===== config.mk =====
export PLATFORM = sky130hd
export DESIGN_NAME = xtea_enc_arbiter
export DESIGN_NICKNAME = d
export VERILOG_FILES = /design/src/rtl/xtea_enc_arbiter.sv
export SDC_FILE = /design/constraint.sdc
export NUM_CORES = 1
export LEC_CHECK = 0
export ABC_CLOCK_PERIOD_IN_PS = 2400
export BUFFER_PORTS_ARGS = -buffer_cell sky130_fd_sc_hd__buf_2
export CORE_AREA = 8 8 269 271
export CTS_CLUSTER_SIZE = 25
export DETAILED_ROUTE_END_ITERATION = 7
export DIE_AREA = 0 0 277 279
export PLACE_DENSITY = 0.42
export RECOVER_POWER = 100
export SKIP_CTS_REPAIR_TIMING = 1
export SYNTH_ARGS = -nofsm -noshare
export SYNTH_HDL_FRONTEND = slang
export SYNTH_SLANG_ARGS = --single-unit

===== constraint.sdc =====
create_clock -name clock -period 2.4 [get_ports clock]
set_clock_uncertainty 0.1 [all_clocks]
set_input_delay 0.24 -clock clock [delete_from_list [all_inputs] [get_ports clock]]
set_output_delay 0.24 -clock clock [all_outputs]
set_load 0.03 [all_outputs]

===== src/rtl/xtea_enc_arbiter.sv =====
// Two-requester round-robin front end for a single XTEA encipher engine.
// The engine is restarted through its reset; the result returns with a one-cycle ack.
module xtea_enc_arbiter #(
    parameter int unsigned RST_CYCLES     = 2,
    parameter int unsigned TIMEOUT_CYCLES = 1023,
    parameter int unsigned CNT_W          = 10
) (
    input  logic         clock,
    input  logic         reset,
    input  logic         req0_valid,
    input  logic [31:0]  req0_data1,
    input  logic [31:0]  req0_data2,
    input  logic [127:0] req0_key,
    output logic         req0_ack,
    input  logic         req1_valid,
    input  logic [31:0]  req1_data1,
    input  logic [31:0]  req1_data2,
    input  logic [127:0] req1_key,
    output logic         req1_ack,
    output logic         res_valid,
    output logic         res_id,
    output logic         res_err,
    output logic [31:0]  res_data1,
    output logic [31:0]  res_data2,
    output logic         busy,
    output logic         eng_reset,
    output logic [31:0]  eng_data1,
    output logic [31:0]  eng_data2,
    output logic [127:0] eng_key,
    input  logic [31:0]  eng_out1,
    input  logic [31:0]  eng_out2,
    input  logic         eng_done
);

    localparam int unsigned      RST_W    = (RST_CYCLES > 1) ? $clog2(RST_CYCLES) : 1;
    localparam logic [RST_W-1:0] RST_LAST = RST_W'(RST_CYCLES - 1);
    localparam logic [CNT_W-1:0] WD_LAST  = CNT_W'(TIMEOUT_CYCLES - 1);

    typedef enum logic [2:0] {
        S_IDLE    = 3'd0,
        S_RST     = 3'd1,
        S_RUN     = 3'd2,
        S_CAPTURE = 3'd3,
        S_ERR     = 3'd4
    } state_t;

    state_t           state;
    state_t           state_d;
    logic [RST_W-1:0] rst_cnt;
    logic [CNT_W-1:0] wd_cnt;
    logic             grant_id;
    logic             last_grant;
    logic             req_any;
    logic             pick;
    logic             finish_d;
    logic [31:0]      op_data1;
    logic [31:0]      op_data2;
    logic [127:0]     op_key;

    // Round-robin pick: on a tie the requester that was not served last wins.
    assign req_any  = req0_valid | req1_valid;
    assign pick     = (req0_valid & req1_valid) ? ~last_grant : req1_valid;
    assign finish_d = (state_d == S_CAPTURE) || (state_d == S_ERR);

    assign eng_data1 = op_data1;
    assign eng_data2 = op_data2;
    assign eng_key   = op_key;

    always_ff @(posedge clock) begin
        if (reset) begin
            state <= S_IDLE;
        end else begin
            state <= state_d;
        end
    end

    always_comb begin
        state_d = state;
        case (state)
            S_IDLE: begin
                if (req_any) begin
                    state_d = S_RST;
                end
            end
            S_RST: begin
                if (rst_cnt == RST_LAST) begin
                    state_d = S_RUN;
                end
            end
            S_RUN: begin
                // A done seen on the final watchdog cycle still counts as success.
                if (eng_done) begin
                    state_d = S_CAPTURE;
                end else if (wd_cnt == WD_LAST) begin
                    state_d = S_ERR;
                end
            end
            S_CAPTURE: state_d = S_IDLE;
            S_ERR:     state_d = S_IDLE;
            default:   state_d = S_IDLE;
        endcase
    end

    // Datapath and registered outputs, all decoded from the next state.
    always_ff @(posedge clock) begin
        if (reset) begin
            rst_cnt    <= '0;
            wd_cnt     <= '0;
            grant_id   <= 1'b0;
            last_grant <= 1'b1;
            op_data1   <= '0;
            op_data2   <= '0;
            op_key     <= '0;
            res_data1  <= '0;
            res_data2  <= '0;
            res_id     <= 1'b0;
            res_err    <= 1'b0;
            res_valid  <= 1'b0;
            req0_ack   <= 1'b0;
            req1_ack   <= 1'b0;
            busy       <= 1'b0;
            eng_reset  <= 1'b1;
        end else begin
            eng_reset <= (state_d != S_RUN);
            busy      <= (state_d != S_IDLE);
            res_valid <= finish_d;
            req0_ack  <= finish_d & ~grant_id;
            req1_ack  <= finish_d & grant_id;

            case (state)
                S_IDLE: begin
                    if (req_any) begin
                        grant_id <= pick;
                        rst_cnt  <= '0;
                        op_data1 <= pick ? req1_data1 : req0_data1;
                        op_data2 <= pick ? req1_data2 : req0_data2;
                        op_key   <= pick ? req1_key   : req0_key;
                    end
                end
                S_RST: begin
                    rst_cnt <= rst_cnt + RST_W'(1);
                    wd_cnt  <= '0;
                end
                S_RUN: begin
                    wd_cnt <= wd_cnt + CNT_W'(1);
                    if (eng_done) begin
                        res_data1 <= eng_out1;
                        res_data2 <= eng_out2;
                        res_err   <= 1'b0;
                        res_id    <= grant_id;
                    end else if (wd_cnt == WD_LAST) begin
                        res_data1 <= '0;
                        res_data2 <= '0;
                        res_err   <= 1'b1;
                        res_id    <= grant_id;
                    end
                end
                S_CAPTURE: last_grant <= grant_id;
                S_ERR:     last_grant <= grant_id;
                default:   ;
            endcase
        end
    end

endmodule


### Word-level counts from Yosys, hierarchy flattened

Cells that the tools add are included.

* add/subtract/negate cells: 2
* reduce and logical (&&, ||, !) cells: 10
* equal/unequal tests: 9
* bitwise operators: 6
* mux-type cells: 19

Operator list (count)
* 2-to-1 mux 32 bit: 5
* 2-to-1 mux 128 bit: 1
* one-hot mux 10 bit (2 select lines): 1
* 2-to-1 mux 3 bit: 4
* adder 10 x 1 -> 10 bit (second input constant): 1
* equality test 10 bit (second input constant): 1
* equality test 3 x 2 -> 1 bit (second input constant): 3
* one-hot mux 3 bit (3 select lines): 1
* equality test 3 bit (second input constant): 2
* 2-to-1 mux 1 bit: 6
* AND reduction 2 bit: 3
* nonzero test 2 bit: 3
* bitwise AND 1 bit: 3
* equality test 3 x 1 -> 1 bit (second input constant): 1
* logical NOT 3 bit: 1
* != test 3 x 2 -> 1 bit (second input constant): 1
* nonzero test 3 bit: 1
* != test 2 bit (second input constant): 1
* inverter 1 bit: 2
* one-hot mux 1 bit (2 select lines): 1
* OR reduction 2 bit: 1
* adder 1 bit (second input constant): 1
* logical OR 1 bit: 1
* bitwise OR 1 bit: 1

* bits in registers: 279
* input port bits: 453
* output and inout bits: 263

### Longest topological paths before layout

Gate-level depths: netlist (run 1).

* depth after elaboration: 7
* gate-level depth with buffers: 8
* depth with buffers taken out: 6

### Least setup slack after synthesis (run 1)

Ideal clock, no wire load.

* path kind: reg2reg
* start: register state[1]
* end: register res_data1[0]
* path buffers: 2
* clock period less this slack: 2089 ps
* data required time: 2183 ps
* data arrival time: 1872 ps
* cell stages (with the launch flop): 7
* path slack: 311 ps
* library setup time: 117 ps
* cells stage by stage: dfxtp_1 > or3b_1 > o41a_1 > and2_1 > buf_6 > buf_6 > a22o_1

* cells in the longest elaborated chain, start to end: 2

Ends and longest elaborated chain
* start: declaration: line 47 `state_t state;`
* start signal: assignment: line 73 `state <= state_d;`
* equality test 3 x 2 -> 1 bit: line 130 `case (state)`
* AND reduction 2 bit (no line)
* end signal: assignment: line 147 `res_data1 <= eng_out1;`
* end: declaration: line 23 `output logic [31:0] res_data1,`

Every way passes these cells.
A chain may end at the register's enable or synchronous reset.

### Worst setup path in the final report (run 1)

* start: register last_grant
* end: register op_data2[10], in the netlist eng_data2[10]

* cells in the longest elaborated chain, start to end: 3

Ends and longest elaborated chain
* start: declaration: line 52 `logic last_grant;`
* start signal: assignment: line 158 `S_CAPTURE: last_grant <= grant_id;`
* start signal: assignment: line 159 `S_ERR: last_grant <= grant_id;`
* inverter 1 bit: line 62 `assign pick = (req0_valid & req1_valid) ? ~last_grant : req1_valid;`
* 2-to-1 mux 1 bit: line 62
* 2-to-1 mux 32 bit: line 136 `op_data2 <= pick ? req1_data2 : req0_data2;`
* end signal: assignment: line 136
* end: declaration: line 57 `logic [31:0] op_data2;`

Every way passes these cells.

==> metrics.cfg, run 1 <==
[worst_setup_path]
start_kind=flip-flop
endpoint_kind=flip-flop
worstSetupPathType=flip-flop to flip-flop
path_buf_inv=3
crit_chain=a21boi_4, buf_12, clkbuf_4, mux2i_1, dlygate4sd3_1, a211oi_1
required_ns=2.71
critPathMaxStageDelay_ns=0.56
critical_path_arrival_ns=2.66
cp_top_family=buffers and inverters
slowest_stage=dlygate4sd3_1
worstPathMaxFanout=53

[layout]
antenna_cells=0
nNetsFinal=2438
register_area_um2=5585
fillers=7358
multi_input_area_um2=5199
syn_to_final_growth_pct=64.60
drive_above_1_share=0.2697
fin_area_um2=18500

[die]
ios=716
core.rowCount=96
die_h_um=279
core_um2=67990
die_area_um2=77280
die_w_um=277
floorplan.initialDensity=0.1653

[timing]
drv_slew=0
setup_viol=0
finalHoldWorstSlack_ns=-0.02464
fmax_mhz=425.4
tightestPinTransition_ns=1.245
timing.final.ws_setup_ns=0.04925
min_period_ns=2.351
finalHoldViolCount=10
relSlewSlack=0.1701
post-route-period-util=0.9795

[routing]
route.vias.total=11670
drc_errors=0
vias_per_cell=4.040
postRouteAntennaNets=0
wl_per_cell_um=17.16
drtIter0Drc=390
first_pass_iters=4
wirelength_mm=49.55

[grt]
grt_max_degree=124
grt_util_all_layers=0.1157
grt.overflow.total=0
grt_pass1_vias=11300
grt_pass1_wl_mm=70.12
antenna_found_initial=0

[power_and_ir_drop]
ir_drop_mv=0.3617
cellPowerDensity_nw_per_um2=758.1
p_leak_uw=0.007637

[place]
portBuffers=715
gp_congestion=0.9264
dp_hpwl_mm=38.57
place_area_um2=15890
place_ws_ns=0.1760

[synth]
synth_top_area_share=0.4970
ys_types=44
ys_seq_area_frac=0.4970
syn_area_um2=11240
synth_edf_count=0
syn_inst=1113
synth_seq_cells=279
synth_top_area_cell=dfxtp_1
ys_async_sr_fraction=0
ys.flop_type=dfxtp_1
synth_top_cells_by_area=dfxtp_1 (50%), mux2i_1 (17%), a211oi_1 (13%)
syn-mean-instance-area_um2=10.10
yosys_warnings=0
synth_nets=1568

[clocking]
cts.clk_slew.worst_paths_ns=0.06
cts_tree=done
cts.sinks=279
numCtsBuffers=35
root_buffer=clkbuf_16
clk_latency_ns=0.51
htree_levels=2
cts_max_path_buffers=3

[outcome]
status=finished, violations left
violations=negative hold slack

[worst_hold_path]
hold_path_class=primary input to flip-flop

[job]
cap_viol_max_count=0

==> flip-flops by register name, summed over array words and instances (netlist names) <==
signal and flops:
req0_ack 1, rst_cnt 1, eng_data1 32, eng_reset 1, eng_key 128, res_data2 32, grant_id 1, res_err 1
busy 1, res_valid 1, res_id 1, res_data1 32, req1_ack 1, wd_cnt 10, state 3, last_grant 1
eng_data2 32
==> through the flow <==
stage / setup TNS (ns) / util / cells / hold slack (ns) / power [µW]
final: 0 / 0.2721 / 2888 / -0.02464 / 14020
after global routing: -0.004651 / 0.2721 / 2888 / -0.02061 / 14830
after CTS: 0 / 0.2510 / 2705 / -0.2260 / 14240
after floorplan: 0 / - / 1113 / 0.2167 / 7360
after global placement: 0 / 0.2337 / 2645 / 0.3509 / 8685
after detailed placement: 0 / 0.2337 / 2645 / 0.3532 / 8723
==> layer usage <==
metal,vias to the layer above,track usage,routed length [µm],part of all wire
met5,-,0,0,0
li1,5845,-,-,-
met2,391,0.2073,25400,0.51
met1,5362,0.1308,19970,0.40
met3,69,0.03506,2958,0.060
met4,0,0.03696,1216,0.025
==> power by group <==
group / internal, µW / total, µW / leakage (µW) / switching, µW
clock: 3350 / 5330 / 0.000581 / 1980
sequential: 5080 / 5320 / 0.00230 / 237
combinational: 1190 / 3370 / 0.00476 / 2180
==> placed cells by master, fill, tap and decap left out, types with 3 or more instances in the layout <==
cell type	Yosys	routed
nor2_1	204	204
clkbuf_16	0	37
a21oi_1	8	8
clkbuf_1	69	283
clkbuf_2	0	7
a22o_1	64	64
buf_2	10	451
a211oi_1	195	195
nand2_1	8	8
mux2i_1	193	193
nand3_1	3	3
nor3_1	5	5
dfxtp_1	279	279
dlygate4sd3_1	0	183
inv_1	4	4
nand3b_1	3	3
buf_4	0	12
nand4_1	5	5
clkbuf_8	0	11
o21ai_0	3	3
buf_12	0	7
==> area by class of cell <==
cell class / count / share of cell area
Tap cell: 882 / 0.05966
Sequential cell: 279 / 0.3020
Timing Repair Buffer: 938 / 0.2928
Multi-Input combinational cell: 725 / 0.2811
Inverter: 4 / 0.0008117
Clock buffer: 56 / 0.05987
Clock inverter: 4 / 0.003788
==> final timing paths <==
check	start	end	slack (ns)	depth (start not counted)
setup reg to reg	last_grant	eng_data2[10]	0.05	6
hold reg to reg	res_data2[18]	res_data2[18]	0.38	1
hold / removal	req1_key[94]	eng_key[94]	-0.02	3
setup / recovery	last_grant	eng_data2[10]	0.05	6
==> kinds of logic (layout without fill, tap and decap cells) <==
group,after synthesis,count (layout),synth area share
buffers and inverters,109,1002,0.04220
AND/OR/NAND/NOR,245,245,0.09041
multiplexers,195,195,0.1739
flip-flops,279,279,0.4970
AO/OA/AOI/OAI,283,283,0.1942
adder cells (fa/ha/maj),2,2,0.002227
==> worst min-delay path: stages <==
cell      delay [ns]
buf_2           0.09
mux2i_1         0.12
a211oi_1        0.08
==> cells in the mapped netlist, types with 5 or more instances <==
cell	instances
a211oi_1	195
a21oi_1	8
a22o_1	64
buf_1	19
buf_2	10
buf_6	7
clkbuf_1	69
dfxtp_1	279
mux2i_1	193
nand2_1	8
nand4_1	5
nor2_1	204
nor3_1	5
No activity file was read; power rests on OpenSTA's default activity.
==> inputs of run 2 (changes only) <==
CORE_AREA = 8 8 274 276   (was 8 8 269 271)
CTS_BUF_LIST = sky130_fd_sc_hd__clkbuf_4   (was default)
DIE_AREA = 0 0 282 284   (was 0 0 277 279)
PLACE_DENSITY = 0.41   (was 0.42)
==> run 2 against run 1 <==
Effect of this change:
- the run now ends clean
- non-clock buffer count increased by 273
- highest routed layer unchanged
- via count increased by 14%
- sequential cell count unchanged
- worst hold slack improved by 0.15 ns
- first-iteration DRC count decreased by 1.5%
- utilization increased by 2.9 points
- cell count increased by 15%
- die area increased by 3.6%
- routed wire length increased by 7.7%
==> metrics.cfg, run 2 (synthesis results as in run 1) <==
[die]
core.rowCount=98  ; was 96
die_area_um2=80090  ; was 77280 µm²
die_w_um=282  ; was 277 µm
floorplan.initialDensity=0.1588  ; was 0.1653
core_um2=70750  ; was 67990 µm²
die_h_um=284  ; was 279 µm
ios=716  ; unchanged

[routing]
wl_per_cell_um=16.06  ; was 17.16 µm
first_pass_iters=6  ; was 4
drc_errors=0  ; unchanged
vias_per_cell=3.989  ; was 4.040
postRouteAntennaNets=0  ; unchanged
drtIter0Drc=384  ; was 390
route.vias.total=13270  ; was 11670
wirelength_mm=53.39  ; was 49.55 mm

[layout]
layout_common_cells=dlygate4sd3_1 (455), buf_2 (451), dfxtp_1 (279)  ; was buf_2 (451), clkbuf_1 (283), dfxtp_1 (279)
drive_above_1_share=0.2631  ; was 0.2697
nNetsFinal=2760  ; was 2438
syn_to_final_growth_pct=89.38  ; was 64.60%
fillers=7582  ; was 7358
fin_area_um2=21280  ; was 18500 µm²
largest_reg_flops=128  ; unchanged
multi_input_area_um2=5199  ; unchanged
register_area_um2=5585  ; unchanged
final_common_cell=dlygate4sd3_1  ; was buf_2

[worst_setup_path]
r2r-end=eng_data2[0]  ; was eng_data2[10]
slowest_stage=dlygate4sd3_1  ; unchanged
worstRegToRegCells=6  ; unchanged
r2r-start=last_grant  ; unchanged
endpoint_kind=flip-flop  ; unchanged
crit_chain=a21boi_4, buf_12, buf_4, mux2i_1, dlygate4sd3_1, a211oi_1  ; was a21boi_4, buf_12, clkbuf_4, mux2i_1, dlygate4sd3_1, a211oi_1
required_ns=2.92  ; was 2.71 ns
worstPathMaxFanout=16  ; was 53
critPathMaxStageDelay_ns=0.63  ; was 0.56 ns
start_kind=flip-flop  ; unchanged
rrSetupSlack_ns=0.14  ; was 0.05 ns
worstSetupPathType=flip-flop to flip-flop  ; unchanged
critical_path_arrival_ns=2.79  ; was 2.66 ns

[timing]
fmax_mhz=441.9  ; was 425.4 MHz
setup_viol=0  ; unchanged
min_period_ns=2.263  ; was 2.351 ns
finalHoldViolCount=0  ; was 10
tightestPinTransition_ns=0.5991  ; was 1.245 ns
drv_slew=0  ; unchanged
timing.final.ws_setup_ns=0.1368  ; was 0.04925 ns
post-route-period-util=0.9430  ; was 0.9795
relSlewSlack=0.5964  ; was 0.1701

[clocking]
numCtsBuffers=84  ; was 35
htree_levels=3  ; was 2
cts.clk_slew.worst_paths_ns=0.06  ; about the same
clk_latency_ns=0.77  ; was 0.51 ns
cts_tree=done  ; unchanged
root_buffer=clkbuf_4  ; was clkbuf_16
cts_max_path_buffers=3  ; unchanged
cts.sinks=279  ; unchanged

[worst_hold_path]
hold_path_class=primary input to flip-flop  ; unchanged
min_from=eng_out2[29]  ; was req1_key[94]
hold_depth=3  ; unchanged
hold-path-endpoint=res_data2[29]  ; was eng_key[94]

[grt]
grt_max_degree=98  ; was 124
grt.overflow.total=0  ; unchanged
antenna_found_initial=4  ; was 0
grt_pass1_vias=11980  ; was 11300
grt_util_all_layers=0.1151  ; was 0.1157
grt_pass1_wl_mm=71.42  ; was 70.12 mm

[place]
dp_hpwl_mm=38.96  ; was 38.57 mm
portBuffers=715  ; unchanged
gp_congestion=0.8531  ; was 0.9264
place_ws_ns=0.1790  ; was 0.1760 ns
place_area_um2=16030  ; was 15890 µm²

[outcome]
status=complete, no violations  ; was finished, violations left

[job]
cap_viol_max_count=0  ; unchanged

[power_and_ir_drop]
ir_drop_mv=0.3167  ; was 0.3617 mV
cellPowerDensity_nw_per_um2=647.9  ; was 758.1 nW/µm²
p_leak_uw=0.008868  ; was 0.007637 µW

run 2: cell types whose count changed in the layout (fill, tap and decap cells not counted), sizes merged:
cell,before,now
dlygate4sd3,183,455
clkbuf,339,392
clkinv,2,28
buf,472,483
diode,0,7
run 2: worst max-delay path: cells and delay by family (launching register included):
family,cells,cell delay (ns)
buffers and inverters,3,1.09
DFF,1,0.34
AOI/OAI and AO/OA,2,0.30
muxes,1,0.27
run 2: worst max-delay path by stage:
stage	from	to	slack, ns	depth (start not counted)
4_1_cts	state[1]	res_data1[12]	0.14	5
5_1_grt	last_grant	eng_data2[0]	-0.03	6
3_5_place_dp	state[1]	res_data2[1]	0.18	5
2_1_floorplan	state[1]	res_data1[0]	0.31	6
3_3_place_gp	state[1]	res_data1[30]	0.23	5
6_report	last_grant	eng_data2[0]	0.14	6
run 2: area by class of cell:
class,count,share of cell area
Timing Repair Buffer,1211,0.3857
Multi-Input combinational cell,725,0.2443
Inverter,4,0.0007056
Sequential cell,279,0.2625
Tap cell,950,0.05586
Antenna cell,7,0.0008231
Clock inverter,30,0.008173
Clock buffer,119,0.04198
run 2: routing by layer:
| layer | GRT usage | routed length, µm | up-vias |
|---|---|---|---|
| li1 | - | - | 6558 |
| met1 | 0.1205 | 19820 | 6115 |
| met2 | 0.2092 | 27760 | 500 |
| met3 | 0.04299 | 4448 | 92 |
| met4 | 0.03812 | 1352 | 0 |
| met5 | 0 | 0 | - |
run 2: per-stage QoR:
step	utilization	hold WS (ns)	cells	power (µW)	setup TNS [ns]
6_report	0.3008	0.1245	3325	13790	0
5_1_grt	0.3007	-0.02977	3324	14740	-0.02772
2_1_floorplan	-	0.2167	1113	7360	0
3_5_place_dp	0.2266	0.3537	2714	8724	0
3_3_place_gp	0.2266	0.3518	2714	8690	0
4_1_cts	0.2417	-0.5930	2863	13560	0
run 2: power by group:
group	internal (µW)	switching, µW	total (µW)
clock	2490	2150	4640
sequential	5080	242	5320
combinational	1580	2250	3820
total	9150	4640	13800
==> inputs of run 3 (changes only) <==
SETUP_SLACK_MARGIN = 0.3   (was default)
==> run 3 against run 2 <==
Effect of this change:
- worst hold slack worse by 0.0040 ns
- via count up 1.7%
- largest power group unchanged
- global-route usage unchanged
- setup slack better by 0.14 ns
- utilization up 0.17 points
- combinational power down 1%
- critical path type unchanged
- final area up 0.56%
- non-clock buffer count up 6
- largest cell class unchanged
- sequential cell count unchanged
- total power down 0.42%
- fmax up 6.8%
- highest routed layer unchanged
==> metrics.cfg, run 3 (synthesis results as in run 1) <==
[timing]
finalHoldWorstSlack_ns=0.1205  ; was 0.1245 ns
setup_viol=0  ; unchanged
relSlewSlack=0.5406  ; was 0.5964
post-route-period-util=0.8833  ; was 0.9430
fmax_mhz=471.7  ; was 441.9 MHz
tns_ns=0  ; unchanged
tightestPinTransition_ns=0.6891  ; was 0.5991 ns
rsz0062_at_grt=yes
timing.final.ws_setup_ns=0.2801  ; was 0.1368 ns
drv_slew=0  ; unchanged
finalHoldViolCount=0  ; unchanged
min_period_ns=2.120  ; was 2.263 ns

[layout]
syn_to_final_growth_pct=90.45  ; was 89.38%
fin_area_um2=21400  ; was 21280 µm²
drive_above_1_share=0.2658  ; was 0.2631
nNetsFinal=2766  ; was 2760
layout_common_cells=dlygate4sd3_1 (453), buf_2 (451), dfxtp_1 (275)  ; was dlygate4sd3_1 (455), buf_2 (451), dfxtp_1 (279)
largest_reg_flops=128  ; unchanged
final_common_cell=dlygate4sd3_1  ; unchanged

[clocking]
cts_max_path_buffers=3  ; unchanged
htree_levels=3  ; unchanged
cts.sinks=279  ; unchanged
root_buffer=clkbuf_4  ; unchanged
clk_latency_ns=0.76  ; was 0.77 ns
cts.clk_slew.worst_paths_ns=0.06  ; about the same
numCtsBuffers=84  ; unchanged
cts_tree=done  ; unchanged

[grt]
grt_pass1_wl_mm=71.42  ; unchanged
antenna_found_initial=10  ; was 4
grt.overflow.total=0  ; unchanged
grt_max_degree=98  ; unchanged
grt_pass1_vias=11980  ; unchanged
grt_util_all_layers=0.1151  ; unchanged

[worst_hold_path]
hold_path_class=primary input to flip-flop  ; unchanged

[place]
portBuffers=715  ; unchanged
gp_congestion=0.8531  ; unchanged
place_ws_ns=0.1790  ; unchanged
dp_hpwl_mm=38.96  ; unchanged
place_area_um2=16030  ; unchanged

[die]
die_h_um=284  ; unchanged
core.rowCount=98  ; unchanged
die_area_um2=80090  ; unchanged
die_w_um=282  ; unchanged
core_um2=70750  ; unchanged
floorplan.initialDensity=0.1588  ; unchanged
ios=716  ; unchanged

[routing]
wl_per_cell_um=17.00  ; was 16.06 µm
first_pass_iters=5  ; was 6
postRouteAntennaNets=0  ; unchanged
wirelength_mm=56.70  ; was 53.39 mm
route.vias.total=13480  ; was 13270
vias_per_cell=4.042  ; was 3.989
drtIter0Drc=399  ; was 384
drc_errors=0  ; unchanged

[power_and_ir_drop]
ir_drop_mv=0.3202  ; was 0.3167 mV
p_leak_uw=0.008913  ; was 0.008868 µW
cellPowerDensity_nw_per_um2=641.6  ; was 647.9 nW/µm²

[worst_setup_path]
endpoint_kind=flip-flop  ; unchanged
worstPathMaxFanout=16  ; unchanged
critPathMaxStageDelay_ns=0.45  ; was 0.63 ns
path_buf_inv=2  ; was 3
worstSetupPathType=flip-flop to flip-flop  ; unchanged
start_kind=flip-flop  ; unchanged
critical_path_arrival_ns=2.65  ; was 2.79 ns
slowest_stage=o41a_1  ; was dlygate4sd3_1
cp_top_family=compound AO/OA/AOI/OAI gates  ; was buffers and inverters
crit_chain=clkinv_1, ha_1, nand4_1, o41a_1, and2_2, clkbuf_16, a22o_1  ; was a21boi_4, buf_12, buf_4, mux2i_1, dlygate4sd3_1, a211oi_1
required_ns=2.93  ; was 2.92 ns

[outcome]
status=complete, no violations  ; unchanged

[job]
cap_viol_max_count=0  ; unchanged

run 3: metal layers:
| metal | vias up | GRT usage | routed length (µm) |
|---|---|---|---|
| met5 | - | 0 | 0 |
| li1 | 6578 | - | - |
| met2 | 601 | 0.2092 | 29080 |
| met4 | 0 | 0.03812 | 2067 |
| met1 | 6152 | 0.1205 | 20770 |
| met3 | 153 | 0.04299 | 4772 |
run 3: cell type report:
cell class	instances	area [µm²]
diodes	12	30.03
clock buffers	119	893.4
clock inverters	30	173.9
fillers	7502	49350
inverters	4	15.01
multi-input cells	725	5199
flip-flops and latches	279	5593
well taps	950	1189
repair buffers	1217	8308
run 3: final timing paths:
| kind | start | endpoint | slack [ns] | cells after the start |
|---|---|---|---|---|
| hold / removal | eng_out2[29] | res_data2[29] | 0.12 | 3 |
| setup / recovery | wd_cnt[0] | res_data1[19] | 0.28 | 7 |
| setup reg to reg | wd_cnt[0] | res_data1[19] | 0.28 | 7 |
| hold reg to reg | wd_cnt[7] | wd_cnt[7] | 0.37 | 1 |
run 3: report_power, final:
part / internal, µW / switching [µW] / total [µW]
logic: 1500 / 2270 / 3770
registers: 5080 / 243 / 5320
clock network: 2490 / 2150 / 4640
total: 9070 / 4660 / 13700
run 3: through the flow:
| stage | total power, µW | util | instances |
|---|---|---|---|
| after floorplan | 7360 | - | 1113 |
| after global placement | 8690 | 0.2266 | 2714 |
| after detailed placement | 8724 | 0.2266 | 2714 |
| after CTS | 13560 | 0.2417 | 2863 |
| after global routing | 14660 | 0.3025 | 3336 |
| final | 13730 | 0.3025 | 3336 |
run 3: worst register-to-register path, stage by stage, from the launching register on:
cell and delay, ns:
dfxtp_1 0.34, clkinv_1 0.06, ha_1 0.13, nand4_1 0.14, o41a_1 0.46, and2_2 0.30, clkbuf_16 0.23, a22o_1 0.24
